## src/rtl/vga_timing_out.sv

```systemverilog
// rtl/vga_timing_out.sv - VGA scan timing generator with registered colour/blank/sync output stage
module vga_timing_out #(
    parameter int H_ACTIVE = 640,
    parameter int H_FRONT  = 16,
    parameter int H_SYNC   = 96,
    parameter int H_BACK   = 48,
    parameter int V_ACTIVE = 480,
    parameter int V_FRONT  = 10,
    parameter int V_SYNC   = 2,
    parameter int V_BACK   = 33,
    parameter int CLK_DIV  = 2
) (
    input  logic       clk,
    input  logic       reset,
    output logic [9:0] h_counter,
    output logic [9:0] v_counter,
    output logic       pix_en,
    output logic       frame_start,
    input  logic [7:0] R_in,
    input  logic [7:0] G_in,
    input  logic [7:0] B_in,
    output logic [7:0] VGA_R,
    output logic [7:0] VGA_G,
    output logic [7:0] VGA_B,
    output logic       VGA_HS,
    output logic       VGA_VS,
    output logic       VGA_BLANK_N,
    output logic       VGA_SYNC_N,
    output logic       VGA_CLK
);

    localparam int H_TOTAL = H_ACTIVE + H_FRONT + H_SYNC + H_BACK;
    localparam int V_TOTAL = V_ACTIVE + V_FRONT + V_SYNC + V_BACK;
    localparam int DIV_W   = $clog2(CLK_DIV);

    logic [DIV_W-1:0] div_q, div_d;
    logic             pix_en_q, pix_en_d;
    logic             vga_clk_q, vga_clk_d;
    logic             frame_start_q, frame_start_d;
    logic [9:0]       h_q, h_d, v_q, v_d;
    logic [7:0]       r_q, r_d, g_q, g_d, b_q, b_d;
    logic             blank_n_q, blank_n_d, hs_q, hs_d, vs_q, vs_d;
    logic             h_last, v_last, active, hsync_on, vsync_on;

    always_comb begin
        h_last   = (h_q == 10'(H_TOTAL - 1));
        v_last   = (v_q == 10'(V_TOTAL - 1));
        active   = (h_q < 10'(H_ACTIVE)) && (v_q < 10'(V_ACTIVE));
        hsync_on = (h_q >= 10'(H_ACTIVE + H_FRONT)) && (h_q < 10'(H_ACTIVE + H_FRONT + H_SYNC));
        vsync_on = (v_q >= 10'(V_ACTIVE + V_FRONT)) && (v_q < 10'(V_ACTIVE + V_FRONT + V_SYNC));
    end

    // Strobes are decoded from the next divider value so they line up with div itself.
    always_comb begin
        div_d         = (div_q == DIV_W'(CLK_DIV - 1)) ? '0 : div_q + 1'b1;
        pix_en_d      = (div_d == DIV_W'(CLK_DIV - 1));
        vga_clk_d     = (div_d >= DIV_W'(CLK_DIV / 2));
        frame_start_d = pix_en_q && h_last && v_last;
        h_d           = h_q;
        v_d           = v_q;
        r_d           = r_q;
        g_d           = g_q;
        b_d           = b_q;
        blank_n_d     = blank_n_q;
        hs_d          = hs_q;
        vs_d          = vs_q;
        if (pix_en_q) begin
            h_d = h_last ? 10'd0 : h_q + 10'd1;
            if (h_last) begin
                v_d = v_last ? 10'd0 : v_q + 10'd1;
            end
            r_d       = active ? R_in : 8'd0;
            g_d       = active ? G_in : 8'd0;
            b_d       = active ? B_in : 8'd0;
            blank_n_d = active;
            hs_d      = ~hsync_on;
            vs_d      = ~vsync_on;
        end
    end

    always_ff @(posedge clk or negedge reset) begin
        if (!reset) begin
            div_q         <= '0;
            pix_en_q      <= 1'b0;
            vga_clk_q     <= 1'b0;
            frame_start_q <= 1'b0;
            h_q           <= 10'd0;
            v_q           <= 10'd0;
            r_q           <= 8'd0;
            g_q           <= 8'd0;
            b_q           <= 8'd0;
            blank_n_q     <= 1'b0;
            hs_q          <= 1'b1;
            vs_q          <= 1'b1;
        end else begin
            div_q         <= div_d;
            pix_en_q      <= pix_en_d;
            vga_clk_q     <= vga_clk_d;
            frame_start_q <= frame_start_d;
            h_q           <= h_d;
            v_q           <= v_d;
            r_q           <= r_d;
            g_q           <= g_d;
            b_q           <= b_d;
            blank_n_q     <= blank_n_d;
            hs_q          <= hs_d;
            vs_q          <= vs_d;
        end
    end

    assign h_counter   = h_q;
    assign v_counter   = v_q;
    assign pix_en      = pix_en_q;
    assign frame_start = frame_start_q;
    assign VGA_R       = r_q;
    assign VGA_G       = g_q;
    assign VGA_B       = b_q;
    assign VGA_BLANK_N = blank_n_q;
    assign VGA_HS      = hs_q;
    assign VGA_VS      = vs_q;
    assign VGA_SYNC_N  = 1'b0;
    assign VGA_CLK     = vga_clk_q;

endmodule

```

## config.mk

```make
export PLATFORM = sky130hd
export DESIGN_NAME = vga_timing_out
export DESIGN_NICKNAME = d
export VERILOG_FILES = /design/src/rtl/vga_timing_out.sv
export SDC_FILE = /design/constraint.sdc
export NUM_CORES = 1
export LEC_CHECK = 0
export CAP_MARGIN = 20
export CORE_ASPECT_RATIO = 1.5
export CORE_MARGIN = 8
export CORE_UTILIZATION = 45
export CTS_BUF_LIST = sky130_fd_sc_hd__clkbuf_4
export DETAILED_ROUTE_END_ITERATION = 10
export HOLD_SLACK_MARGIN = 0.12
export PLACE_DENSITY = 0.93
export SLEW_MARGIN = 20
export SYNTH_ARGS = -nofsm -noshare
export SYNTH_HDL_FRONTEND = slang
export SYNTH_SLANG_ARGS = --single-unit
```

## constraint.sdc

```tcl
create_clock -name clk -period 2 [get_ports clk]
set_clock_uncertainty 0.05 [all_clocks]
set_input_delay 0.6 -clock clk [delete_from_list [all_inputs] [get_ports clk]]
set_output_delay 0.6 -clock clk [all_outputs]
set_load 0.01 [all_outputs]
```

==> results of run 1 <==
==> report_power, final <==
part	internal [W]	switching, W
clock	0.000128	0.000288
sequential	0.00102	0.0000151
combinational	0.000106	0.0000558
total	0.00125	0.000359
==> kinds of logic (layout without fill, tap and decap cells) <==
family	Yosys count	count (layout)	synth area share [%]
AOI/OAI and AO/OA	35	35	12.9
xor gates and xnor gates	13	13	5.36
adders and majority gates	4	4	2.36
buffers and inverters	15	117	3.24
DFF	49	49	57.9
muxes	1	1	0.471
other	1	1	0.177
and+or+nand+nor	62	62	17.6
==> per-layer routing <==
metal | track usage [%] | part of all wire [%]
met1 | 15.5 | 37
met3 | 5.29 | 7.7
met4 | 6.95 | 2.7
met5 | 0 | 0
met2 | 28.1 | 53
==> worst min path at each step <==
stage                                  from                       end  depth (start not counted)
finish              VGA_BLANK_N$_DFFE_PN0P_   VGA_BLANK_N$_DFFE_PN0P_                          1
global placement    VGA_BLANK_N$_DFFE_PN0P_   VGA_BLANK_N$_DFFE_PN0P_                          1
floorplan                             reset   VGA_BLANK_N$_DFFE_PN0P_                          0
detailed placement                    reset  h_counter[7]$_DFFE_PN0P_                          1
global route             VGA_HS$_DFFE_PN1P_        VGA_HS$_DFFE_PN1P_                          2
CTS                 VGA_BLANK_N$_DFFE_PN0P_   VGA_BLANK_N$_DFFE_PN0P_                          1
==> sequential cells by signal, summed over array words and instances (netlist names) <==
signal       cells
VGA_HS           1
VGA_B            8
frame_start      1
v_counter       10
VGA_BLANK_N      1
VGA_R            8
pix_en           1
VGA_VS           1
VGA_G            8
h_counter       10
==> synthesized netlist by cell type, drive strengths merged, types with 2 or more instances <==
| cell | count | area, µm² |
|---|---|---|
| inv | 6 | 22.5 |
| xor2 | 5 | 43.8 |
| a21oi | 2 | 10.0 |
| xnor2 | 8 | 70.1 |
| nand3 | 11 | 67.6 |
| dfrtp | 47 | 1180 |
| nor4 | 3 | 18.8 |
| o21ai | 5 | 25.0 |
| nand2 | 10 | 37.5 |
| buf | 6 | 33.8 |
| and4 | 2 | 21.3 |
| ha | 4 | 50.1 |
| dfstp | 2 | 52.6 |
| a22o | 24 | 210 |
| nand4 | 5 | 31.3 |
| nor3 | 5 | 30.0 |
| nor2 | 11 | 41.3 |
| clkbuf | 3 | 12.5 |
| and3 | 5 | 32.5 |
| and2 | 2 | 12.5 |
==> placed cells by master, fill, tap and decap left out, drive strengths merged, types with 2 or more instances in the layout <==
cell           Yosys  layout
a21oi              2       2
a22o              24      24
and2               2       2
and3               5       5
and4               2       2
buf                6      28
clkbuf             3       5
clkdlybuf4s50      0      67
clkinv             0       3
dfrtp             47      47
dfstp              2       2
dlygate4sd2        0       3
dlymetal6s2s       0       4
ha                 4       4
inv                6       6
nand2             10      10
nand3             11      11
nand4              5       5
nor2              11      11
nor3               5       5
nor4               3       3
o21ai              5       5
xnor2              8       8
xor2               5       5
==> layout make-up <==
type | instances | area (µm²) | area share, %
clock buffers | 5 | 37.5 | 1.17
repair buffers | 103 | 977 | 30.6
clock inverters | 3 | 12.5 | 0.392
well taps | 64 | 80.1 | 2.51
inverters | 6 | 22.5 | 0.705
flip-flops and latches | 49 | 1240 | 38.8
multi-input cells | 116 | 826 | 25.8
==> repair_timing <==
item / 4_1_cts / 5_1_grt
hold endpoints to repair: 8 / 0
gates cloned: 0 / 0
hold buffers: 1 / 0
endpoints found under the setup margin: 22 / 4
buffers inserted: 18 / 3
pin swaps: 0 / 0
resized for setup: 12 / 4
==> stage by stage <==
stage	setup WS, ns	hold slack, ns	std cells	util [%]	instance area (µm²)
after floorplan	0.277	0.254	180	-	2120
after global placement	0.288	0.414	316	65.2	2960
after detailed placement	0.223	0.430	316	65.2	2960
after CTS	0.00520	0.455	343	69.6	3160
after global routing	0.00823	0.488	346	70.4	3200
final	0.0573	0.451	346	70.4	3200
==> impl_metrics.csv, run 1 <==
group,metric,value,unit
clocking,htree_levels,2,
detailed_routing,detail_route.wirelength,5.54,mm
floorplanning,io_pins,77,
grt,grt_pass1_wl,8.88,mm
detailed_routing,via_count,1814,
worst_setup_path,worstPathCellList,"clkdlybuf4s50_1",
synthesis,yosysUniqueCellTypes,42,
worst_setup_path,crit_family,"buffers and inverters",
finish,nNetsFinal,311,
worst_setup_path,rrSetupSlack,0.11,ns
finish,layout-drive-gt1-share,19.1,%
floorplanning,core_area,0.00454,mm²
placement,port_buffers,75,
worst_setup_path,path_max_fanout,2,
worst_setup_path,rr_worst_depth,6,
clocking,path_clk_slew,0.13,ns
floorplanning,fp.dieH,100,µm
worst_setup_path,critical_path_cell_count,1,
worst_setup_path,worstPathArrival,1.29,ns
timing,setup_viol,0,
worst_setup_path,cp-end-kind,"output pin",
detailed_routing,drt-initial-drc-count,129,
clocking,cts_buffers,5,
grt,grt_max_degree,29,
outcome,outcome,"finished clean",
synthesis,syn_nets,210,
floorplanning,die-area,0.00722,mm²
synthesis,ys_seq_elements,49,
worst_setup_path,crit_buf_inv,1,
grt,grt-ovfl-total,0,
power,finalPower,0.00161,W
floorplanning,start_util,46.7,%
placement,hpwlAfterDp,4.11,mm
finish,areaGrowthSynthToFinish,50.5,%
finish,diodes,0,
timing,slew_violations,0,
timing,fin_crit_sh,97.1,%
flow_run,cap_violations,0,
grt,grt_usage,15.6,%
synthesis,yosysSeqAreaShare,57.9,%
timing,fin_setup_tns,0,ns
synthesis,synthCells,180,
worst_setup_path,regToRegStartpoint,"h_counter[1]$_DFFE_PN0P_",
detailed_routing,ant_nets,0,
synthesis,syn_area_per_cell,11.8,µm²
worst_setup_path,cp.required,1.35,ns
clocking,clockRootBuffer,"clkbuf_4",
worst_setup_path,path_class,"reg2out",
worst_setup_path,critPathSlowestCell,"clkdlybuf4s50_1",
clocking,cts_tree,"built",
clocking,clk_path_buf_depth,2,
timing,slew_headroom,66.3,%
synthesis,synth.cell_area,0.00212,mm²
synthesis,synthArstFlopShare,100,%
worst_setup_path,setup.worst_path.start,"VGA_B[1]$_DFFE_PN0P_",
floorplanning,row_count,30,
worst_hold_path,worstHoldPathType,"reg2reg",
detailed_routing,drc,0,
worst_setup_path,r2r_end,"v_counter[9]$_DFFE_PN0P_",
clocking,clock_latency,0.35,ns
worst_setup_path,cpPeakStageDelay,0.55,ns
worst_setup_path,start_kind,"register",
detailed_routing,drt_pre_antenna_iters,4,
power,p_leak,1.46,nW
timing,rsz0062_at_grt,"no",
power,pwr_density_cell,503,mW/mm²
placement,gp_routability_congestion,0.839,
grt,antenna_found_initial,0,
timing,tightest_slew,0.505,ns
worst_setup_path,setup.worst_path.end,"VGA_B[1]",
power,peakVddDrop,506,µV
synthesis,synth-edff-count,0,
detailed_routing,detail_route.wl_per_cell,16.0,µm
finish,fillCellCount,337,
clocking,cts.sinks,49,
timing,hold_viol,0,
synthesis,yosysWarnings,0,
floorplanning,die-width,72.1,µm
timing,fmax,0.515,GHz
grt,first_global_vias,1928,
detailed_routing,avgViaCountPerCell,5.24,
synthesis,ys.flop_type,"dfrtp_1",
timing,min_period,1.94,ns
Power figures use the tool's default switching activity.
==> run 2: changes to the inputs <==
- CELL_PAD_IN_SITES_DETAIL_PLACEMENT: default -> 2
- CELL_PAD_IN_SITES_GLOBAL_PLACEMENT: default -> 2
- CORE_UTILIZATION: 45 -> 28
==> impl_metrics.csv, run 2 (synthesis results as in run 1) <==
group,metric,value,unit
power,pwr_density_cell,504,mW/mm²
clocking,cts_buffers,5,
grt,grt_max_degree,50,
detailed_routing,routed.top_layer,"met4",
finish,areaGrowthSynthToFinish,53.3,%
timing,slew_violations,0,
finish,layout-drive-gt1-share,19.6,%
power,seqPwrFrac,62.8,%
detailed_routing,drc,0,
detailed_routing,ant_nets,0,
power,clkPwrFrac,27.7,%
finish,mostFrequentLayoutCells,"37 x clkdlybuf4s50_1, 34 x dfrtp_1, 28 x dlymetal6s2s_1",
power,p_int,0.00126,W
detailed_routing,wl_met2,3.79,mm
worst_setup_path,critPathSlowestCell,"clkdlybuf4s50_1",
worst_setup_path,path_class,"reg2out",
power,power.switching,0.000385,W
floorplanning,die-area,0.0107,mm²
timing,fmax,0.516,GHz
detailed_routing,avgViaCountPerCell,4.80,
worst_setup_path,worstPathArrival,1.29,ns
detailed_routing,drt-initial-drc-count,49,
finish,final_area,0.00325,mm²
floorplanning,io_pins,77,
clocking,cts_tree,"built",
finish,final_common_cell,"clkdlybuf4s50_1",
timing,fin_crit_sh,96.9,%
floorplanning,core_area,0.00747,mm²
finish,multi_input_area,828,µm²
detailed_routing,via_count,1809,
floorplanning,row_count,39,
clocking,cts.sinks,49,
worst_setup_path,cpPeakStageDelay,0.53,ns
floorplanning,start_util,28.4,%
clocking,cts_hold_buf,0,
finish,nNetsFinal,305,
clocking,clock_latency,0.37,ns
flow_run,cap_violations,0,
floorplanning,fp.dieH,123,µm
placement,hpwlAfterDp,5.04,mm
worst_setup_path,crit_buf_inv,1,
finish,diodes,0,
timing,min_period,1.94,ns
worst_setup_path,cp.required,1.35,ns
detailed_routing,drt_pre_antenna_iters,4,
outcome,outcome,"finished clean",
power,finalPower,0.00164,W
worst_setup_path,path_max_fanout,2,
timing,fin_setup_tns,0,ns
grt,first_global_vias,2162,
timing,setup_viol,0,
timing,tightest_slew,0.501,ns
power,combPwrFrac,9.6,%
grt,grt_usage,14.0,%
detailed_routing,met1_length,2.53,mm
detailed_routing,met3_length,431,µm
worst_hold_path,worstHoldPathType,"in2async",
floorplanning,die-width,87.1,µm
placement,port_buffers,75,
worst_setup_path,start_kind,"register",
timing,slew_headroom,66.5,%
detailed_routing,detail_route.wl_per_cell,18.5,µm
worst_setup_path,worstPathCellList,"clkdlybuf4s50_1",
power,peakVddDrop,336,µV
placement,placed_area,0.00299,mm²
power,swShare,23.5,%
timing,worst_hold_slack,0.138,ns
grt,grt-ovfl-total,0,
power,p_leak,1.74,nW
worst_setup_path,crit_family,"buffers and inverters",
timing,hold_viol,0,
clocking,htree_levels,2,
placement,gp_routability_congestion,0.809,
finish,fillCellCount,788,
detailed_routing,detail_route.wirelength,6.97,mm
finish,regArea,0.00124,mm²
clocking,clockRootBuffer,"clkbuf_4",
grt,antenna_found_initial,0,
grt,grt_pass1_wl,11.4,mm
worst_setup_path,cp-end-kind,"output pin",
clocking,path_clk_slew,0.14,ns
clocking,clk_path_buf_depth,2,
[run 2: per-layer routing]
metal,global-route usage (%),vias up
li1,-,830
met5,0,-
met1,13.8,900
met3,4.83,17
met2,25.4,62
met4,6.49,0
[run 2: cell type report]
cell class / count / area share [%]
clock buffers: 6 / 1.38
clock inverters: 1 / 0.115
inverters: 6 / 0.692
multi-input cells: 116 / 25.5
flip-flops and latches: 49 / 38.3
well taps: 102 / 3.92
repair buffers: 97 / 30.2
[run 2: per-stage QoR]
stage               util (%)  instances  setup slack, ns
floorplan                  -        180            0.277
global placement        40.1        352            0.266
detailed placement      40.1        352            0.198
CTS                     42.6        377          0.00123
global route            43.6        377         -0.00513
finish                  43.6        377           0.0622
[run 2: path summary, 6_finish.rpt]
kind	startpoint	end	slack, ns	cells after the start
hold reg to reg	VGA_BLANK_N$_DFFE_PN0P_	VGA_BLANK_N$_DFFE_PN0P_	0.45	1
hold / removal	reset	v_counter[3]$_DFFE_PN0P_	0.14	2
setup / recovery	h_counter[9]$_DFFE_PN0P_	h_counter[9]	0.06	1
min in group clk	VGA_BLANK_N$_DFFE_PN0P_	VGA_BLANK_N$_DFFE_PN0P_	0.45	1
setup reg to reg	h_counter[0]$_DFFE_PN0P_	v_counter[9]$_DFFE_PN0P_	0.12	6
max in group asynchronous	reset	VGA_HS$_DFFE_PN1P_	1.48	2
[run 2: repair_timing]
item	CTS	global route
buffers inserted	18	0
pin swaps	0	0
hold endpoints to repair	0	0
endpoints found under the setup margin	25	32
gates resized for setup	22	29
cloned	0	0
[run 2: power groups by stage]
stage                     Clock (W)  Sequential, W  Combinational [W]
after floorplan                   0        0.00106          0.0000232
after global placement            0        0.00105           0.000161
after detailed placement          0        0.00105           0.000166
after CTS                  0.000483        0.00103           0.000166
after global routing       0.000521        0.00103           0.000171
final                      0.000454        0.00103           0.000157
